### config.mk
export PLATFORM = sky130hd
export DESIGN_NAME = ic_cpu_bus_initiator
export DESIGN_NICKNAME = d
export VERILOG_FILES = /design/src/rtl/ic_bus_pkg.sv /design/src/rtl/ic_bus_rsp_fifo.sv /design/src/rtl/ic_cpu_bus_initiator.sv
export SDC_FILE = /design/constraint.sdc
export NUM_CORES = 1
export LEC_CHECK = 0
export ABC_AREA = 1
export CORE_MARGIN = 2
export CORE_UTILIZATION = 40
export CTS_CLUSTER_DIAMETER = 30
export DETAILED_ROUTE_END_ITERATION = 7
export PLACE_DENSITY = 0.73
export SYNTH_ARGS = -nofsm -noshare
export SYNTH_HDL_FRONTEND = slang
export SYNTH_HIERARCHICAL = 1
export SYNTH_SLANG_ARGS = --single-unit
### constraint.sdc
create_clock -name g_clk -period 6.63 [get_ports g_clk]
set_input_delay 1.326 -clock g_clk [delete_from_list [all_inputs] [get_ports g_clk]]
set_output_delay 1.326 -clock g_clk [all_outputs]
set_load 0.02 [all_outputs]
### src/rtl/ic_bus_pkg.sv
// ============================================================================
// Package  : ic_bus_pkg
// Brief    : Shared widths, defaults and response-entry layout for the CPU bus.
// Revision : 1.0 - initial release
// ============================================================================
`default_nettype none

package ic_bus_pkg;

  localparam int c_max_outstanding_def = 2;
  localparam int c_addr_w              = 32;
  localparam int c_data_w              = 32;
  localparam int c_strb_w              = 4;
  localparam int c_rsp_w               = 1 + c_data_w;

  typedef struct packed {
    logic                error;
    logic [c_data_w-1:0] rdata;
  } rsp_entry_t;

endpackage

`default_nettype wire

### src/rtl/ic_bus_rsp_fifo.sv
// ============================================================================
// Module   : ic_bus_rsp_fifo
// Brief    : Flop-based synchronous FIFO; push and pop may coincide even when full.
// Revision : 1.0 - initial release
// ============================================================================
`default_nettype none

module ic_bus_rsp_fifo #(
  parameter int DEPTH = 2,
  parameter int WIDTH = 33
) (
  input  logic                         clk,
  input  logic                         rst,
  input  logic                         i_push,
  input  logic [WIDTH-1:0]             i_data,
  input  logic                         i_pop,
  output logic [WIDTH-1:0]             o_data,
  output logic                         o_empty,
  output logic [$clog2(DEPTH+1)-1:0]   o_count
);

  localparam int c_ptr_w = (DEPTH > 1) ? $clog2(DEPTH) : 1;
  localparam int c_cnt_w = $clog2(DEPTH + 1);

  logic [WIDTH-1:0]   r_mem [DEPTH];
  logic [c_ptr_w-1:0] r_wr_ptr;
  logic [c_ptr_w-1:0] r_rd_ptr;
  logic [c_cnt_w-1:0] r_count;
  logic               w_full;
  logic               w_do_push;
  logic               w_do_pop;

  function automatic logic [c_ptr_w-1:0] next_ptr(input logic [c_ptr_w-1:0] ptr);
    if (ptr == c_ptr_w'(DEPTH - 1)) begin
      return '0;
    end
    return ptr + 1'b1;
  endfunction

  assign o_empty   = (r_count == '0);
  assign w_full    = (r_count == c_cnt_w'(DEPTH));
  assign o_count   = r_count;
  assign o_data    = r_mem[r_rd_ptr];
  assign w_do_pop  = i_pop & ~o_empty;
  // When full, the head slot is read this cycle and overwritten at the edge.
  assign w_do_push = i_push & (~w_full | w_do_pop);

  always_ff @(posedge clk) begin
    if (w_do_push) begin
      r_mem[r_wr_ptr] <= i_data;
    end
  end

  always_ff @(posedge clk or posedge rst) begin
    if (rst) begin
      r_wr_ptr <= '0;
      r_rd_ptr <= '0;
      r_count  <= '0;
    end else begin
      if (w_do_push) begin
        r_wr_ptr <= next_ptr(r_wr_ptr);
      end
      if (w_do_pop) begin
        r_rd_ptr <= next_ptr(r_rd_ptr);
      end
      case ({w_do_push, w_do_pop})
        2'b10:   r_count <= r_count + 1'b1;
        2'b01:   r_count <= r_count - 1'b1;
        default: r_count <= r_count;
      endcase
    end
  end

endmodule

`default_nettype wire

### src/rtl/ic_cpu_bus_initiator.sv
// ============================================================================
// Module   : ic_cpu_bus_initiator
// Brief    : Credit-limited CPU command to req/gnt + recv/ack bus initiator.
// Revision : 1.0 - initial release
// ============================================================================
`default_nettype none

module ic_cpu_bus_initiator
  import ic_bus_pkg::*;
#(
  parameter int MAX_OUTSTANDING = c_max_outstanding_def  // legal 1..4
) (
  input  logic                g_clk,
  input  logic                g_reset,
  input  logic                cmd_valid,
  output logic                cmd_ready,
  input  logic                cmd_wen,
  input  logic [c_strb_w-1:0] cmd_strb,
  input  logic [c_addr_w-1:0] cmd_addr,
  input  logic [c_data_w-1:0] cmd_wdata,
  output logic                rsp_valid,
  input  logic                rsp_ready,
  output logic                rsp_error,
  output logic [c_data_w-1:0] rsp_rdata,
  output logic                mem_req,
  input  logic                mem_gnt,
  output logic                mem_wen,
  output logic [c_strb_w-1:0] mem_strb,
  output logic [c_addr_w-1:0] mem_addr,
  output logic [c_data_w-1:0] mem_wdata,
  input  logic                mem_recv,
  output logic                mem_ack,
  input  logic                mem_error,
  input  logic [c_data_w-1:0] mem_rdata,
  output logic                busy
);

  localparam int c_cnt_w = $clog2(MAX_OUTSTANDING + 1);

  logic                r_run;
  logic                r_req;
  logic                r_wen;
  logic [c_strb_w-1:0] r_strb;
  logic [c_addr_w-1:0] r_addr;
  logic [c_data_w-1:0] r_wdata;
  logic [c_cnt_w-1:0]  r_inflight;

  logic                w_gnt;
  logic                w_recv;
  logic                w_pop;
  logic                w_accept;
  logic                w_fifo_empty;
  logic [c_cnt_w-1:0]  w_fifo_count;
  logic [3:0]          w_used;
  logic [3:0]          w_used_after_pop;
  rsp_entry_t          w_push_entry;
  rsp_entry_t          w_head;

  assign w_gnt            = r_req & mem_gnt;
  assign mem_ack          = (r_inflight != '0);
  assign w_recv           = mem_recv & mem_ack;
  assign rsp_valid        = ~w_fifo_empty;
  assign w_pop            = rsp_valid & rsp_ready;

  // Every credit is a slot somewhere: request register, on the bus, or buffered.
  assign w_used           = 4'(r_req) + 4'(r_inflight) + 4'(w_fifo_count);
  assign w_used_after_pop = w_used - 4'(w_pop);
  assign cmd_ready        = r_run & (~r_req | mem_gnt)
                          & (w_used_after_pop < 4'(MAX_OUTSTANDING));
  assign w_accept         = cmd_valid & cmd_ready;

  assign mem_req   = r_req;
  assign mem_wen   = r_wen;
  assign mem_strb  = r_strb;
  assign mem_addr  = r_addr;
  assign mem_wdata = r_wdata;
  assign busy      = r_req | mem_ack | rsp_valid;

  assign w_push_entry.error = mem_error;
  assign w_push_entry.rdata = mem_rdata;
  assign rsp_error          = w_head.error;
  assign rsp_rdata          = w_head.rdata;

  // Holds off acceptance until the first edge after reset release.
  always_ff @(posedge g_clk or posedge g_reset) begin
    if (g_reset) begin
      r_run <= 1'b0;
    end else begin
      r_run <= 1'b1;
    end
  end

  always_ff @(posedge g_clk or posedge g_reset) begin
    if (g_reset) begin
      r_req   <= 1'b0;
      r_wen   <= 1'b0;
      r_strb  <= '0;
      r_addr  <= '0;
      r_wdata <= '0;
    end else if (w_accept) begin
      r_req   <= 1'b1;
      r_wen   <= cmd_wen;
      r_strb  <= cmd_strb;
      r_addr  <= cmd_addr;
      r_wdata <= cmd_wdata;
    end else if (w_gnt) begin
      r_req   <= 1'b0;
    end
  end

  always_ff @(posedge g_clk or posedge g_reset) begin
    if (g_reset) begin
      r_inflight <= '0;
    end else begin
      case ({w_gnt, w_recv})
        2'b10:   r_inflight <= r_inflight + 1'b1;
        2'b01:   r_inflight <= r_inflight - 1'b1;
        default: r_inflight <= r_inflight;
      endcase
    end
  end

  ic_bus_rsp_fifo #(
    .DEPTH (MAX_OUTSTANDING),
    .WIDTH (c_rsp_w)
  ) u_rsp_fifo (
    .clk     (g_clk),
    .rst     (g_reset),
    .i_push  (w_recv),
    .i_data  (w_push_entry),
    .i_pop   (w_pop),
    .o_data  (w_head),
    .o_empty (w_fifo_empty),
    .o_count (w_fifo_count)
  );

  a_spurious_recv : assert property (@(posedge g_clk) disable iff (g_reset)
                                     !(mem_recv && !mem_ack))
    else $warning("ic_cpu_bus_initiator: mem_recv with nothing in flight ignored");

endmodule

`default_nettype wire

==> flow_metrics.py <==
metrics = {
    "status": {
        "status": "complete, no violations",
    },
    "yosys": {
        "yosysSeqAreaShare_pct": 65.0,
        "synth_seq_cells": 143,
        "yosys_warnings": 6,
        "synthFlopType": "dfrtp_1",
        "synthCells": 496,
        "avgSynthCellArea_um2": 12.1,
        "synth_nets": 610,
        "async_flop_share_pct": 53.8,
        "yosysUniqueCellTypes": 27,
        "syn-cell-area_um2": 6010,
        "synth-edff-count": 66,
    },
    "clock_network": {
        "root_buffer": "clkbuf_16",
        "cts_resized": 0,
        "cts_hold_buffers": 0,
        "path_clk_slew_ps": 50,
        "clock_path_buffers": 2,
        "post-cts-setup-buffers": 0,
        "numCtsBuffers": 17,
        "clk_latency_ps": 410,
        "clock_sinks": 143,
        "cts_tree": "yes",
        "cts_max_level": 4,
    },
    "drt": {
        "first_iter_violations": 298,
        "vias": 4491,
        "viasPerCell": 5.00,
        "wire_per_inst_um": 15.8,
        "post-route-drc-count": 0,
        "wirelength_mm": 14.2,
        "dr.pass1.iters": 5,
        "ant_nets": 0,
    },
    "placement": {
        "gp_congestion": 0.719,
        "post-place-ws_ps": 1030,
        "hpwlAfterDp_mm": 9.73,
        "io_buffers": 214,
        "place_inst": 866,
    },
    "timing": {
        "finalClockSkew_ps": 6.00,
        "finalHoldViolCount": 0,
        "finalSetupViolations": 0,
        "worst_slack_ps": 1030,
        "rsz0062_at_grt": "no",
        "tightestPinTransition_ps": 1040,
        "finalCritPeriodShare_pct": 84.4,
        "relSlewSlack_pct": 30.9,
        "finalSetupTns_ps": 0,
        "finalMaxSlewViolations": 0,
        "fmax_mhz": 179,
        "fin_crit_ps": 5600,
    },
    "power": {
        "p_seq_share_pct": 33.5,
        "leakagePower_nw": 3.81,
        "internal_power_mw": 2.78,
        "netSwitchingFraction_pct": 38.2,
        "comb_power_share_pct": 46.6,
        "power_frac_clock_pct": 19.9,
        "powerDensity_nw_per_um2": 515,
        "peakVddDrop_v": 0.000245,
        "switchingPower_mw": 1.72,
    },
    "worst_setup_path": {
        "slowest_delay_ps": 640,
        "worst_setup_path_start_kind": "input pin",
        "r2r_cells": 19,
        "critical_path.max_fanout": 6,
        "timing.rr.start": "u_rsp_fifo/o_count[0]",
        "cp_top_family": "buffers and inverters",
        "worstPathArrival_ps": 4270,
        "crit_cells": 16,
        "rrSetupSlack_ps": 2380,
        "critPathKind": "input pin to primary output",
        "worstReg2RegEnd": "mem_wdata[26]",
        "worstSetupEndpoint": "cmd_ready",
        "cp-startpoint": "rsp_ready",
        "path_buf_inv": 6,
        "cp.required_ps": 5300,
        "endpoint_kind": "primary output",
        "cp_cell_sequence": "clkdlybuf4s50_1, inv_1, nor2_1, ha_1, inv_1, ha_1, nand2_1, nand2_1, inv_1, fa_1, nand2_1, inv_1, nand2_1, nor2_4, and2_1, clkdlybuf4s50_1",
        "critPathSlowestCell": "clkdlybuf4s50_1",
    },
    "floorplan": {
        "die-width_um": 127,
        "pin_count": 215,
        "core_area_um2": 14600,
        "dieArea_um2": 16000,
        "start_util_pct": 41.2,
        "num_rows": 44,
        "die_h_um": 127,
    },
    "global_route": {
        "use_met1_pct": 21.7,
        "grt_pass1_wl_mm": 22.6,
        "grt-busiest-layer": "met2",
        "track_usage_pct": 17.9,
        "grt.overflow.total": 0,
        "grt_pass1_vias": 4521,
        "grt_use_met3_pct": 7.34,
        "grt_antenna_before_repair": 0,
        "grt_util_met2_pct": 28.0,
        "grt_max_degree": 74,
    },
    "layout": {
        "layout-drive-gt1-share_pct": 10.5,
        "fin_cells": 898,
        "areaGrowthSynthToFinish_pct": 45.1,
        "final_nets": 815,
        "fillers": 1132,
        "num_antenna_cells": 0,
    },
    "job": {
        "drv_cap": 0,
    },
    "worst_hold_path": {
        "hp-class": "register to register",
    },
}
-- cell usage after synthesis (2+ instances only) --
master | n | area, µm²
nand2_1 | 163 | 612
dfrtp_1 | 77 | 1930
nand4_1 | 69 | 432
edfxtp_1 | 66 | 1980
mux2_4 | 29 | 435
inv_1 | 24 | 90.1
buf_2 | 17 | 85.1
buf_6 | 8 | 90.1
nor2_1 | 6 | 22.5
clkbuf_1 | 5 | 18.8
ha_1 | 5 | 62.6
mux2_2 | 4 | 45.0
buf_12 | 3 | 60.1
nand3_1 | 3 | 15.0
inv_2 | 2 | 7.51
nand2_2 | 2 | 12.5
o21ai_0 | 2 | 10.0
xnor2_1 | 2 | 17.5
-- layer usage --
metal  share of wire (%)  up-vias
met3                 9.5       26
met2                  47      187
li1                    -     2116
met4                 2.3        0
met5                   0        -
met1                  41     2162
-- layout by cell type, fill, tap and decap left out, drive strengths merged --
cell type and n:
a21oi 1, and2 1, buf 6, bufinv 2, clkbuf 19, clkdlybuf4s50 213
clkinv 9, clkinvlp 2, conb 1, dfrtp 77, edfxtp 66, fa 1
ha 5, inv 26, mux2 33, nand2 165, nand3 5, nand4 69
nor2 7, o21ai 2, o31ai 1, xnor2 2, xor2 1
-- how the worst min path moves through the flow --
stage	start	end	slack [ps]	depth (start not counted)
detailed placement	mem_wdata[20]	mem_wdata[20]	460	2
global route	mem_wdata[27]	mem_wdata[27]	490	2
floorplan	u_rsp_fifo/r_wr_ptr	u_rsp_fifo/r_wr_ptr	440	2
global placement	mem_addr[8]	mem_addr[8]	450	2
finish	mem_wdata[20]	mem_wdata[20]	470	2
CTS	mem_wdata[20]	mem_wdata[20]	470	2
-- metrics by stage --
step                      total power, mW  area, µm²  hold slack (ps)  util (%)
final                                4.50       8730              467      59.8
after global routing                 4.77       8730              489      59.8
after CTS                            4.55       8730              473      59.8
after detailed placement             3.63       8170              459      56.0
after global placement               3.58       8170              454      56.0
after floorplan                      2.82       6010              442         -
-- cell families after synthesis --
logic type / after synthesis / synth area share, %
simple gates: 247 / 18.9
flops: 143 / 65.0
buf+inv: 59 / 5.85
mux: 33 / 7.99
fa+ha+maj: 6 / 1.37
compound gates: 4 / 0.374
xor+xnor: 3 / 0.437
other cells: 1 / 0.0623
-- worst reg2reg max path: cells and delay by family, from the launching register on --
kind / cells / cell delay (ps)
AND/OR/NAND/NOR: 10 / 1940
adder cells (fa/ha/maj): 3 / 920
flip-flops: 1 / 450
buffers and inverters: 6 / 840
-- state kept, by name, summed over array words and instances (netlist names) --
| name | cells |
|---|---|
| r_inflight | 2 |
| mem_wdata | 32 |
| u_rsp_fifo/o_count | 2 |
| u_rsp_fifo/r_wr_ptr | 1 |
| u_rsp_fifo/r_mem | 66 |
| u_rsp_fifo/r_rd_ptr | 1 |
| mem_strb | 4 |
| mem_wen | 1 |
| mem_addr | 32 |
| r_run | 1 |
| mem_req | 1 |
-- area by class of cell --
class | instances | area [µm²] | area share, %
flip-flops and latches | 143 | 3910 | 44.8
repair buffers | 219 | 2170 | 24.9
multi-input cells | 294 | 1760 | 20.2
clock buffers | 19 | 433 | 4.96
well taps | 184 | 230 | 2.64
clock inverters | 13 | 123 | 1.40
inverters | 26 | 97.6 | 1.12
-- power groups by stage --
stage / logic [mW] / clock network (mW) / registers [mW]
final: 2.09 / 0.895 / 1.51
after global routing: 2.27 / 0.952 / 1.55
after CTS: 2.12 / 0.916 / 1.51
after detailed placement: 2.11 / 0 / 1.52
after global placement: 2.08 / 0 / 1.50
after floorplan: 1.15 / 0 / 1.67
(Power assumes the default switching activity.)
